**config.mk**
```make
export PLATFORM = sky130hd
export DESIGN_NAME = control_multiciclo
export DESIGN_NICKNAME = d
export VERILOG_FILES = /design/src/rtl/control_multiciclo.sv
export SDC_FILE = /design/constraint.sdc
export NUM_CORES = 1
export LEC_CHECK = 0
export ABC_AREA = 1
export CORE_ASPECT_RATIO = 1.25
export CORE_MARGIN = 3
export CORE_UTILIZATION = 45
export DETAILED_ROUTE_END_ITERATION = 10
export PLACE_DENSITY = 0.76
export SKIP_LAST_GASP = 1
export SLEW_MARGIN = 5
export SYNTH_ARGS = -nofsm -noshare
export SYNTH_HDL_FRONTEND = slang
export SYNTH_SLANG_ARGS = --single-unit
export TNS_END_PERCENT = 10
```
**constraint.sdc**
```tcl
create_clock -name clk -period 1.46 [get_ports clk]
set_input_delay 0.438 -clock clk [delete_from_list [all_inputs] [get_ports clk]]
set_output_delay 0.438 -clock clk [all_outputs]
set_load 0.02 [all_outputs]
```
**src/rtl/control_multiciclo.sv**
```systemverilog
// control_multiciclo: RV32I multi-cycle main control FSM (clk/nreset; opcode, funct3_0, cond_alu, listo_mem in; ALU modo, mux selects, write enables, memory requests, sticky error out)
module control_multiciclo #(
  parameter int unsigned ESPERA_MAX = 15
) (
  input  logic       clk,
  input  logic       nreset,
  input  logic [6:0] opcode,
  input  logic       funct3_0,
  input  logic       cond_alu,
  input  logic       listo_mem,
  output logic [1:0] modo_alu,
  output logic [1:0] sel_a,
  output logic [1:0] sel_b,
  output logic       sel_dir,
  output logic       sel_pc,
  output logic [1:0] sel_res,
  output logic       escribe_pc,
  output logic       escribe_ir,
  output logic       escribe_reg,
  output logic       lee_mem,
  output logic       escribe_mem,
  output logic [1:0] error
);
  typedef enum logic [3:0] {
    ARRANQUE, BUSQUEDA, DECODIFICA, EJEC_R, EJEC_I, LUI, DIRECCION, LECTURA,
    ESCRIBE_MEM, ESCRITURA, ESCRIBE_REG, SALTO, JAL, JALR, INVALIDA
  } estado_t;
  estado_t estado, sig;
  logic [7:0] cuenta;
  logic espera, vence;
  assign espera = estado inside {BUSQUEDA, LECTURA, ESCRITURA};
  assign vence  = espera && !listo_mem && cuenta == 8'(ESPERA_MAX);
  always_comb begin
    sig = estado;
    case (estado)
      ARRANQUE:   sig = BUSQUEDA;
      BUSQUEDA:   sig = listo_mem ? DECODIFICA : vence ? INVALIDA : BUSQUEDA;
      DECODIFICA:
        case (opcode)
          7'b0110011:             sig = EJEC_R;
          7'b0010011:             sig = EJEC_I;
          7'b0000011, 7'b0100011: sig = DIRECCION;
          7'b1100011:             sig = SALTO;
          7'b1101111:             sig = JAL;
          7'b1100111:             sig = JALR;
          7'b0110111:             sig = LUI;
          7'b0010111:             sig = ESCRIBE_REG;
          default:                sig = INVALIDA;
        endcase
      EJEC_R, EJEC_I, LUI: sig = ESCRIBE_REG;
      DIRECCION:  sig = opcode == 7'b0000011 ? LECTURA : ESCRITURA;
      LECTURA:    sig = listo_mem ? ESCRIBE_MEM : vence ? INVALIDA : LECTURA;
      ESCRITURA:  sig = listo_mem ? BUSQUEDA : vence ? INVALIDA : ESCRITURA;
      ESCRIBE_MEM, ESCRIBE_REG, SALTO, JAL, JALR: sig = BUSQUEDA;
      default:    sig = INVALIDA;
    endcase
  end
  always_ff @(posedge clk or negedge nreset)
    if (!nreset) begin
      estado <= ARRANQUE;
      cuenta <= '0;
      error  <= '0;
    end else begin
      estado <= sig;
      cuenta <= (espera && sig == estado) ? cuenta + 8'd1 : '0;
      error  <= vence ? 2'b10 : (estado == DECODIFICA && sig == INVALIDA) ? 2'b01 : error;
    end
  assign modo_alu    = estado == EJEC_R ? 2'b10 : estado == EJEC_I ? 2'b01 : estado == SALTO ? 2'b11 : 2'b00;
  assign sel_a       = estado inside {EJEC_R, EJEC_I, DIRECCION, SALTO, JALR} ? 2'b01 :
                       estado == DECODIFICA ? 2'b10 : estado == LUI ? 2'b11 : 2'b00;
  assign sel_b       = estado == BUSQUEDA ? 2'b10 :
                       estado inside {DECODIFICA, EJEC_I, LUI, DIRECCION, JALR} ? 2'b01 : 2'b00;
  assign sel_dir     = estado inside {LECTURA, ESCRITURA};
  assign sel_pc      = estado inside {SALTO, JAL};
  assign sel_res     = estado == ESCRIBE_MEM ? 2'b01 : estado inside {JAL, JALR} ? 2'b10 : 2'b00;
  assign escribe_ir  = estado == BUSQUEDA && listo_mem;
  assign escribe_pc  = escribe_ir || (estado == SALTO && (cond_alu ^ funct3_0)) || estado inside {JAL, JALR};
  assign escribe_reg = estado inside {ESCRIBE_MEM, ESCRIBE_REG, JAL, JALR};
  assign lee_mem     = estado inside {BUSQUEDA, LECTURA};
  assign escribe_mem = estado == ESCRITURA;
endmodule

```
# [Word-level counts from Yosys, hierarchy flattened]
# Index checks and enable logic that the tools add are counted.
# Widths: inputs -> output; s select.
[totals] wordCells=74 ram_bits=0 output_inout_bits=17 register_bits=14 mem_bits_ro=0 mem_count=0 latchBits=0 in_bits=12
[classes] muxes=22 multipliers=0 shift=0 addsub=1 n_eq_ne=25 n_lt_le_gt_ge=0 bitwise_logic=1 reduce_logical=22 div=0
[op_table] cell="$pmux 4 s8" n=1
[op_table] cell="$eq 4x4->1 const B" n=7
[op_table] cell="$pmux 4 s7" n=1
[op_table] cell="$mux 4" n=6
[op_table] cell="$mux 2" n=11
[op_table] cell="$eq 7x6->1 const B" n=3
[op_table] cell="$eq 7x7->1 const B" n=3
[op_table] cell="$eq 4x3->1 const B" n=4
[op_table] cell="$eq 7x5->1 const B" n=2
[op_table] cell="$reduce_bool 2->1" n=5
[op_table] cell="$reduce_bool 5->1" n=2
[op_table] cell="$add 8x1->8 const B" n=1
[op_table] cell="$eq 4x2->1 const B" n=2
[op_table] cell="$eq 8x4->1 const B" n=1
[op_table] cell="$mux 8" n=1
[op_table] cell="$eq 7x2->1 const B" n=1
[op_table] cell="$logic_and 1x1->1" n=6
[op_table] cell="$reduce_or 6->1" n=1
[op_table] cell="$eq 4x1->1 const B" n=1
[op_table] cell="$eq 4x4->1" n=1
[op_table] cell="$logic_not 4->1" n=1
[op_table] cell="$reduce_bool 4->1" n=1
[op_table] cell="$mux 3" n=1
[op_table] cell="$reduce_bool 3->1" n=1
[op_table] cell="6 further kinds" n=7

# [Logic depth before layout (Yosys ltp)]
# Gate-level depths: netlist of the first run.
[logic_depth] word_depth=11 depth_mapped=13

# [Worst setup path after synthesis of the first run]
# No wires, ideal clock.
[synth_path] kind="flip-flop to flip-flop" start="register estado[3]" end="register cuenta[2]" synth_period_minus_slack_ns=1.722 arrival_time_ns=1.598 setup_time_ns=0.124 slack_ns=-0.262 path_stages_with_launch=12 required_time_ns=1.336 path_cell_list="dfrtp_1 -> buf_6 -> inv_1 -> nand2_2 -> nor2_1 -> nand3_1 -> nand4_1 -> nor2_2 -> nand2_2 -> nand2_2 -> nand2_4 -> nor3_2"
[synth_via] elab_chain_len=10 elab_cells_between_ends=29 cone_classes="eq/ne (14); mux (8); reduce/logical (7)"
[synth_rtl] item="from (decl)" line_no="28" rtl="estado_t estado, sig;"
[synth_rtl] item="from (signal assigned)" line_no="64" rtl="estado <= sig;"
[synth_rtl] item="$eq 4x1->1, or another cell as far along" line_no="31, 35"
[synth_rtl] item="$reduce_bool 3->1" line_no="31" rtl="assign espera = estado inside {BUSQUEDA, LECTURA, ESCRITURA};"
[synth_rtl] item="$logic_and 1x1->1 (2 in series)" line_no="32" rtl="assign vence = espera && !listo_mem && cuenta == 8'(ESPERA_MAX);"
[synth_rtl] item="$mux 4, on equally long branches (2 in series)" line_no="52, 37"
[synth_rtl] item="$pmux 4 s7 (*)" line_no="35" rtl="case (estado)"
[synth_rtl] item="net sig[3]" line_no="28"
[synth_rtl] item="$eq 4x4->1 (*)" line_no="65" rtl="cuenta <= (espera && sig == estado) ? cuenta + 8'd1 : '0;"
[synth_rtl] item="$logic_and 1x1->1 (*)" line_no="65"
[synth_rtl] item="$mux 8 (*)" line_no="65"
[synth_rtl] item="to (signal assigned)" line_no="65"
[synth_rtl] item="to (decl)" line_no="29" rtl="logic [7:0] cuenta;"
# The timed path passes the listed nets; every way through them passes the cells marked *.
# A chain may end at the register's enable or synchronous reset.

# [Worst setup path in the final report of the first run]
[layout_path] start="input listo_mem" end="register error[1]"
[layout_via] elab_chain_len=9 elab_cells_between_ends=14 cone_classes="eq/ne (1); mux (8); reduce/logical (5)"
[layout_rtl] item="from (decl)" line_no="10" rtl="input logic listo_mem,"
[layout_rtl] item="$logic_not 1->1" line_no="32"
[layout_rtl] item="$logic_and 1x1->1 (2 in series)" line_no="32"
[layout_rtl] item="$mux 4, on equally long branches (2 in series)" line_no="52, 37"
[layout_rtl] item="$pmux 4 s7 (*)" line_no="35"
[layout_rtl] item="net sig[3]" line_no="28"
[layout_rtl] item="$eq 4x4->1 (*)" line_no="66" rtl="error <= vence ? 2'b10 : (estado == DECODIFICA && sig == INVALIDA) ? 2'b01 : error;"
[layout_rtl] item="$logic_and 1x1->1 (*)" line_no="66"
[layout_rtl] item="$reduce_bool 2->1 (no line) (*)"
[layout_rtl] item="to (signal assigned)" line_no="66"
[layout_rtl] item="to (decl)" line_no="22" rtl="output logic [1:0] error"
# Marked as above.

==> results of run 1 <==
layout make-up:
class                           count  share of cell area [%]
Multi-Input combinational cell    143                   42.55
Timing Repair Buffer               94                   32.91
Sequential cell                    14                   15.84
Inverter                           30                   5.243
Tap cell                           33                   1.840
Clock buffer                        4                   1.617
kinds of logic (layout without fill, tap and decap cells):
kind of cell | after synthesis | in the layout | share of synthesized area, %
AO/OA/AOI/OAI | 13 | 13 | 6.862
XOR/XNOR | 7 | 7 | 4.945
adder cells (fa/ha/maj) | 1 | 1 | 1.009
buffers and inverters | 31 | 128 | 9.990
flip-flops | 14 | 14 | 28.25
AND/OR/NAND/NOR | 122 | 122 | 48.94
path summary, 6_finish.rpt:
path | startpoint | end | slack, ns | depth (start not counted)
worst max-delay path | listo_mem | error[1] | -0.52 | 13
worst min-delay path | nreset | error[1] | 0.47 | 2
worst max register to register | estado[1] | error[0] | -0.49 | 12
worst min register to register | error[1] | error[1] | 0.51 | 2
max in group asynchronous | nreset | estado[2] | 0.79 | 2
min in group clk | error[1] | error[1] | 0.51 | 2
routing by layer:
metal	track usage [%]	vias to the layer above	part of all wire, %
li1	-	797	-
met1	33.33	868	36
met2	54.19	108	50
met3	4.828	32	9.6
met4	12.14	0	4.4
met5	0	-	0
flip-flops by register name, summed over array words and instances, names as in the netlist:
register	cells
cuenta	8
estado	4
error	2
synthesized netlist by cell type:
library cell / number / area, um2
xnor2_1: 2 / 17.52
a21oi_2: 1 / 8.760
o21ai_0: 6 / 30.03
nor3_1: 3 / 15.01
o221ai_1: 2 / 17.52
o2111ai_1: 1 / 8.760
buf_6: 1 / 11.26
nor2_1: 31 / 116.4
dfrtp_1: 14 / 350.3
nor3_2: 8 / 80.08
inv_1: 28 / 105.1
nor2_4: 1 / 11.26
nand2_4: 2 / 22.52
xor2_1: 5 / 43.79
nand4_1: 3 / 18.77
nand3_2: 3 / 30.03
nand3_1: 15 / 75.07
inv_2: 2 / 7.510
nand2_2: 8 / 50.05
ha_1: 1 / 12.51
nand2_1: 45 / 168.9
o211ai_1: 2 / 15.01
nor2_2: 3 / 18.77
a21oi_1: 1 / 5.000
placed cells by master (no fill, tap or decap), drive strengths merged:
master | netlist | layout
nand3 | 18 | 18
buf | 1 | 79
nor3 | 11 | 11
inv | 30 | 30
o211ai | 2 | 2
xnor2 | 2 | 2
clkdlybuf4s50 | 0 | 9
nor2 | 35 | 35
o2111ai | 1 | 1
dfrtp | 14 | 14
clkbuf | 0 | 4
o21ai | 6 | 6
clkdlybuf4s15 | 0 | 1
nand2 | 55 | 55
nand4 | 3 | 3
a21oi | 2 | 2
o221ai | 2 | 2
dlygate4sd2 | 0 | 5
ha | 1 | 1
xor2 | 5 | 5
timing repair:
action                     in CTS  in global routing
setup endpoints to repair      31                 31
gates cloned                    0                  0
setup buffers                   5                  8
pin swaps                      20                 12
resized for setup             112                 14
power by group through the flow:
stage          registers (mW)  clock network, mW  logic, mW
3_5_place_dp            0.575                  0       2.54
4_1_cts                 0.618              0.295       2.73
2_1_floorplan           0.532                  0       1.40
5_1_grt                 0.650              0.303       3.45
6_report                0.642              0.288       3.26
3_3_place_gp            0.572                  0       2.47
metrics by stage:
stage	utilization [%]	hold slack (ns)	TNS, ns
global route	88.76	0.5044	-14.88
detailed placement	78.22	0.4617	-17.20
floorplan	-	0.1424	-1.156
finish	88.76	0.4736	-12.69
global placement	78.22	0.4698	-15.70
CTS	83.81	0.4653	-9.643
critical path, delay by kind of cell:
family | cells | cell delay, ns
buf+inv | 4 | 0.81
simple gates | 8 | 0.76
compound gates | 1 | 0.15
==> load_flow_metrics.sql, run 1 <==
INSERT INTO impl_metrics (metric_group, metric, value, unit) VALUES
('sta', 'maxSlewViolCount', '0', ''),
('worst_setup_path', 'critical_path.max_fanout', '6', ''),
('cts', 'tritoncts', 'yes', ''),
('cells_and_area', 'final_cells', '318', ''),
('hold_path', 'hold_path_class', 'input pin to asynchronous set/reset pin', ''),
('pwr', 'pwr_density_cell', '1870', 'nW/um2'),
('status', 'violations', 'setup timing', ''),
('placed_design', 'gp_routability_congestion', '0.8693', ''),
('sta', 'final.setup_skew', '0.005527', 'ns'),
('logic_synthesis', 'ys_warn_count', '0', ''),
('cells_and_area', 'seq_area', '355.3', 'um2'),
('placed_design', 'post_dp_hpwl', '3.117', 'mm'),
('cells_and_area', 'combined_area_of_the_multi_input_logic_cells', '954.7', 'um2'),
('sta', 'grt_setup_unrepaired', 'yes', ''),
('cts', 'h-tree-depth', '1', ''),
('sta', 'final_worst_setup_slack', '-0.5153', 'ns'),
('worst_setup_path', 'crit_arrival', '2.16', 'ns'),
('logic_synthesis', 'synth.yosys.seq_area_share', '28.25', '%'),
('cts', 'cts_root_buf', 'clkbuf_4', ''),
('placed_design', 'placedInstanceArea', '1977', 'um2'),
('pwr', 'power.share.sequential', '15.3', '%'),
('worst_setup_path', 'critical_path_required', '1.65', 'ns'),
('pwr', 'cell_leakage_power', '1.146', 'nW'),
('global_route', 'grt_antenna_before_repair', '0', ''),
('drt', 'finalWirelength', '5.599', 'mm'),
('worst_setup_path', 'crit_path_cell_trace', 'clkdlybuf4s50_1 > inv_2 > buf_4 > nand2_1 > nor2_2 > nand2_2 > a21oi_2 > nor2_2 > nand2_2 > buf_6 > nand4_1 > nand2_1 > nand2_1', ''),
('global_route', 'grt_pass1_wl', '7.659', 'mm'),
('cts', 'clk_buf_depth', '2', ''),
('global_route', 'grt_start_max_net_pins', '15', ''),
('die', 'floorplan.die.height', '64.69', 'um'),
('logic_synthesis', 'syn-mean-instance-area', '6.595', 'um2'),
('cts', 'clock_sinks', '14', ''),
('sta', 'worst-slew-pin-transition', '0.3402', 'ns'),
('sta', 'final-setup-viol-count', '31', ''),
('placed_design', 'io_buffers', '28', ''),
('worst_setup_path', 'worst_setup_path_start_kind', 'input pin', ''),
('drt', 'vias', '1805', ''),
('drt', 'routed_length_per_placed_instance', '17.61', 'um'),
('cts', 'cts_made_buffers', '3', ''),
('die', 'dieWidth', '52.95', 'um'),
('logic_synthesis', 'synth_fp_nets', '201', ''),
('logic_synthesis', 'yosys_register_bits', '14', ''),
('cells_and_area', 'signed_area_change_from_the_synthesized_netlist_to_the_final_layout', '80.93', '%'),
('worst_setup_path', 'critPathCaptureType', 'flip-flop', ''),
('die', 'design.portCount', '29', ''),
('pwr', 'vdd.ir_drop.worst', '1.459', 'mV'),
('pwr', 'combPwrFrac', '77.8', '%'),
('sta', 'report.final.hold_viol_count', '0', ''),
('worst_setup_path', 'worst_path_most_repeated_cell', 'nand2_1', ''),
('pwr', 'power_report.internal_total', '1.997', 'mW'),
('cells_and_area', 'insertedDiodeCount', '0', ''),
('global_route', 'congestion_overflow_gr', '0', ''),
('global_route', 'first_global_vias', '1747', ''),
('worst_setup_path', 'cp_slowest_stage_delay', '0.46', 'ns'),
('drt', 'post_drt_via_cell_ratio', '5.676', ''),
('drt', 'detail_route.first_pass.iterations', '5', ''),
('cts', 'clk_transition_reported_paths', '0.09', 'ns'),
('sta', 'layout_min_cycle_time', '1.975', 'ns'),
('placed_design', 'post_place_setup_slack', '-0.8038', 'ns'),
('die', 'design.die.area', '3425', 'um2'),
('logic_synthesis', 'netlist_area', '1240', 'um2'),
('cts', 'number_of_buffers_inserted_for_hold_repair_after_clock_tree_synthesis', '0', ''),
('sta', 'slew_headroom', '77.15', '%'),
('placed_design', 'numPlacedInstances', '301', ''),
('die', 'num_rows', '20', ''),
('status', 'outcome', 'finished, violations left', ''),
('drt', 'ant_nets', '0', ''),
('die', 'start_util', '49.06', '%'),
('sta', 'final.period_utilization', '135.3', '%'),
('job', 'drv.max_cap_violation_count', '0', ''),
('pwr', 'total_switching_power', '2.197', 'mW');
Note: power is estimated with default switching activity, not from simulation.
==> inputs of run 2 (changes only) <==
Settings changed: CELL_PAD_IN_SITES_DETAIL_PLACEMENT set to 1, CELL_PAD_IN_SITES_GLOBAL_PLACEMENT set to 1, CORE_UTILIZATION 45 to 34, PLACE_DENSITY 0.76 to unset, PLACE_DENSITY_LB_ADDON set to 0.1.
Clock period 1.46 ns to 2.2 ns, I/O delays scaled along.
==> load_flow_metrics.sql, run 2 (synthesis results as in run 1) <==
INSERT INTO impl_metrics (metric_group, metric, value, unit) VALUES
('status', 'outcome', 'finished, violations left', ''),
('status', 'violations', 'setup timing', ''),
('hold_path', 'hold_end', 'cuenta[0]', ''),
('drt', 'ant_nets', '0', ''),
('sta', 'final_worst_setup_slack', '-0.2147', 'ns'),
('die', 'dieWidth', '60.02', 'um'),
('worst_setup_path', 'critical_path.max_fanout', '7', ''),
('global_route', 'first_global_vias', '1607', ''),
('pwr', 'combPwrFrac', '70.6', '%'),
('hold_path', 'hold_path_class', 'flip-flop to flip-flop', ''),
('cells_and_area', 'finished_cell_area', '1892', 'um2'),
('cells_and_area', 'layout_commonest_cell', 'nand2_1', ''),
('cts', 'clk_transition_reported_paths', '0.06', 'ns'),
('global_route', 'grt_start_max_net_pins', '15', ''),
('cts', 'cts_made_buffers', '3', ''),
('cells_and_area', 'largestRegisters', 'cuenta x8, estado x4, error x2', ''),
('drt', 'detail_route.first_pass.iterations', '4', ''),
('sta', 'final.period_utilization', '109.8', '%'),
('die', 'start_util', '37.14', '%'),
('worst_setup_path', 'critPathCaptureType', 'output pin', ''),
('worst_setup_path', 'worst-setup-path-type', 'flip-flop to output pin', ''),
('placed_design', 'gp_routability_congestion', '0.8671', ''),
('worst_setup_path', 'cp_slowest_stage_delay', '0.60', 'ns'),
('die', 'floorplan.die.height', '73.52', 'um'),
('pwr', 'power.share.sequential', '18.0', '%'),
('drt', 'drt_iter0_markers', '31', ''),
('die', 'num_rows', '23', ''),
('die', 'design.core.area', '3338', 'um2'),
('global_route', 'grt_antenna_before_repair', '0', ''),
('sta', 'report.final.hold_viol_count', '0', ''),
('global_route', 'groute.usage.overall', '20.70', '%'),
('die', 'design.portCount', '29', ''),
('sta', 'setup_tns_final', '-0.8666', 'ns'),
('worst_setup_path', 'critical_path.slowest_cell', 'clkdlybuf4s50_1', ''),
('cts', 'tritoncts', 'yes', ''),
('drt', 'finalWirelength', '4.024', 'mm'),
('worst_setup_path', 'reg2reg_to', 'error[1]', ''),
('placed_design', 'io_buffers', '28', ''),
('cts', 'cts_root_buf', 'clkbuf_8', ''),
('pwr', 'power_report.internal_total', '1.119', 'mW'),
('placed_design', 'numPlacedInstances', '287', ''),
('pwr', 'vdd.ir_drop.worst', '0.9681', 'mV'),
('worst_setup_path', 'worst_setup_path_start_kind', 'flip-flop', ''),
('cells_and_area', 'largest-register', 'cuenta', ''),
('sta', 'maxSlewViolCount', '0', ''),
('cts', 'h-tree-depth', '1', ''),
('die', 'design.die.area', '4412', 'um2'),
('cells_and_area', 'top_library_cells_by_usage_in_the_layout_fill_and_taps_aside', '45 x nand2_1, 36 x buf_4, 30 x nor2_1, 27 x inv_1, 15 x nand3_1', ''),
('sta', 'layout_min_cycle_time', '2.415', 'ns'),
('sta', 'slew_headroom', '57.22', '%'),
('cts', 'clk_buf_depth', '2', ''),
('sta', 'hold_ws', '0.4887', 'ns'),
('worst_setup_path', 'rrSetupSlack', '0.28', 'ns'),
('pwr', 'total_switching_power', '1.097', 'mW'),
('pwr', 'pwr_density_cell', '1171', 'nW/um2'),
('worst_setup_path', 'worst_reg2reg_path_depth', '10', ''),
('sta', 'final.setup_skew', '0.002763', 'ns'),
('worst_setup_path', 'crit_path_cell_trace', 'nor2_1 > nand2_2 > nand2_1 > clkdlybuf4s50_1', ''),
('pwr', 'totalPowerFinal', '2.216', 'mW'),
('placed_design', 'post_place_setup_slack', '-0.5010', 'ns'),
('pwr', 'netSwitchingFraction', '49.49', '%'),
('worst_setup_path', 'worst-path-buf-inv', '1', ''),
('worst_setup_path', 'worst_r2r_startpoint', 'estado[3]', ''),
('cts', 'cts.repair_timing.setup_buffer_count', '0', ''),
('drt', 'routed_length_per_placed_instance', '13.83', 'um'),
('cells_and_area', 'final_cells', '291', ''),
('hold_path', 'hold_path_depth', '1', ''),
('sta', 'final-setup-viol-count', '11', ''),
('placed_design', 'placedInstanceArea', '1818', 'um2'),
('cells_and_area', 'insertedDiodeCount', '0', ''),
('cells_and_area', 'largest_reg_flops', '8', ''),
('worst_setup_path', 'path_delay_family', 'buffers and inverters', ''),
('placed_design', 'post_dp_hpwl', '3.365', 'mm'),
('sta', 'grt_setup_unrepaired', 'yes', ''),
('cts', 'clock_network_latency_to_the_later_pin_of_the_worst_skew_pair', '0.25', 'ns'),
('cells_and_area', 'final_core_utilization', '56.67', '%'),
('hold_path', 'hp-start', 'cuenta[0]', ''),
('pwr', 'cell_leakage_power', '1.018', 'nW'),
('worst_setup_path', 'critical_path_required', '1.54', 'ns'),
('cells_and_area', 'signed_area_change_from_the_synthesized_netlist_to_the_final_layout', '52.57', '%'),
('pwr', 'power_frac_clock', '11.4', '%'),
('cts', 'clock_sinks', '14', ''),
('global_route', 'congestion_overflow_gr', '0', ''),
('worst_setup_path', 'crit_arrival', '1.75', 'ns'),
('cells_and_area', 'drive_gt1_share', '29.92', '%'),
('global_route', 'grt_pass1_wl', '7.058', 'mm'),
('drt', 'post_drt_via_cell_ratio', '5.007', ''),
('cells_and_area', 'fin_nets', '268', ''),
('drt', 'drc_errors', '0', ''),
('sta', 'worst-slew-pin-transition', '0.6397', 'ns'),
('job', 'drv.max_cap_violation_count', '0', ''),
('drt', 'vias', '1457', ''),
('sta', 'clock.fmax', '414.1', 'MHz');
run 2: power groups by stage:
stage          Combinational [mW]  Sequential [mW]  Clock [mW]
2_1_floorplan               0.887            0.351           0
3_3_place_gp                 1.58            0.387           0
3_5_place_dp                 1.63            0.388           0
4_1_cts                      1.56            0.391       0.257
5_1_grt                      1.71            0.406       0.269
6_report                     1.56            0.399       0.254
run 2: how the worst max path moves through the flow:
stage | end | startpoint | cells past startpoint | slack (ns)
2_1_floorplan | escribe_reg | estado[3] | 5 | 0.33
3_3_place_gp | escribe_pc | listo_mem | 4 | -0.52
3_5_place_dp | escribe_pc | listo_mem | 4 | -0.50
4_1_cts | lee_mem | estado[0] | 5 | -0.26
5_1_grt | lee_mem | estado[1] | 4 | -0.27
6_report | lee_mem | estado[1] | 4 | -0.21
run 2: timing repair:
| item | 4_1_cts | 5_1_grt |
|---|---|---|
| pin swaps | 0 | 1 |
| endpoints found under the setup margin | 15 | 25 |
| cloned | 0 | 0 |
| hold buffers | 0 | 0 |
| gates resized for setup | 13 | 16 |
run 2: final cells by class:
| type | count | area, um2 |
|---|---|---|
| Clock buffer | 4 | 55.05 |
| Fill cell | 460 | 1446 |
| Inverter | 30 | 115.1 |
| Multi-Input combinational cell | 143 | 782.0 |
| Sequential cell | 14 | 355.3 |
| Tap cell | 37 | 46.29 |
| Timing Repair Buffer | 63 | 538.0 |
run 2: worst reg2reg max path, delay by kind of cell, from the launching register on:
family | cells | cell delay (ns)
simple gates | 7 | 0.94
flops | 1 | 0.47
buf+inv | 3 | 0.41
run 2: metal layers:
| layer | part of all wire [%] | track usage [%] | vias to the layer above |
|---|---|---|---|
| met3 | 3.5 | 2.460 | 8 |
| li1 | - | - | 725 |
| met1 | 41 | 22.84 | 684 |
| met2 | 54 | 39.54 | 40 |
| met4 | 2.0 | 6.650 | 0 |
| met5 | 0 | 0 | - |
==> inputs of run 3 (changes only) <==
Settings changed: SLEW_MARGIN 5 to 30.
==> results of run 3 <==
Final layout, timing and power as in run 2 (identical DEF).
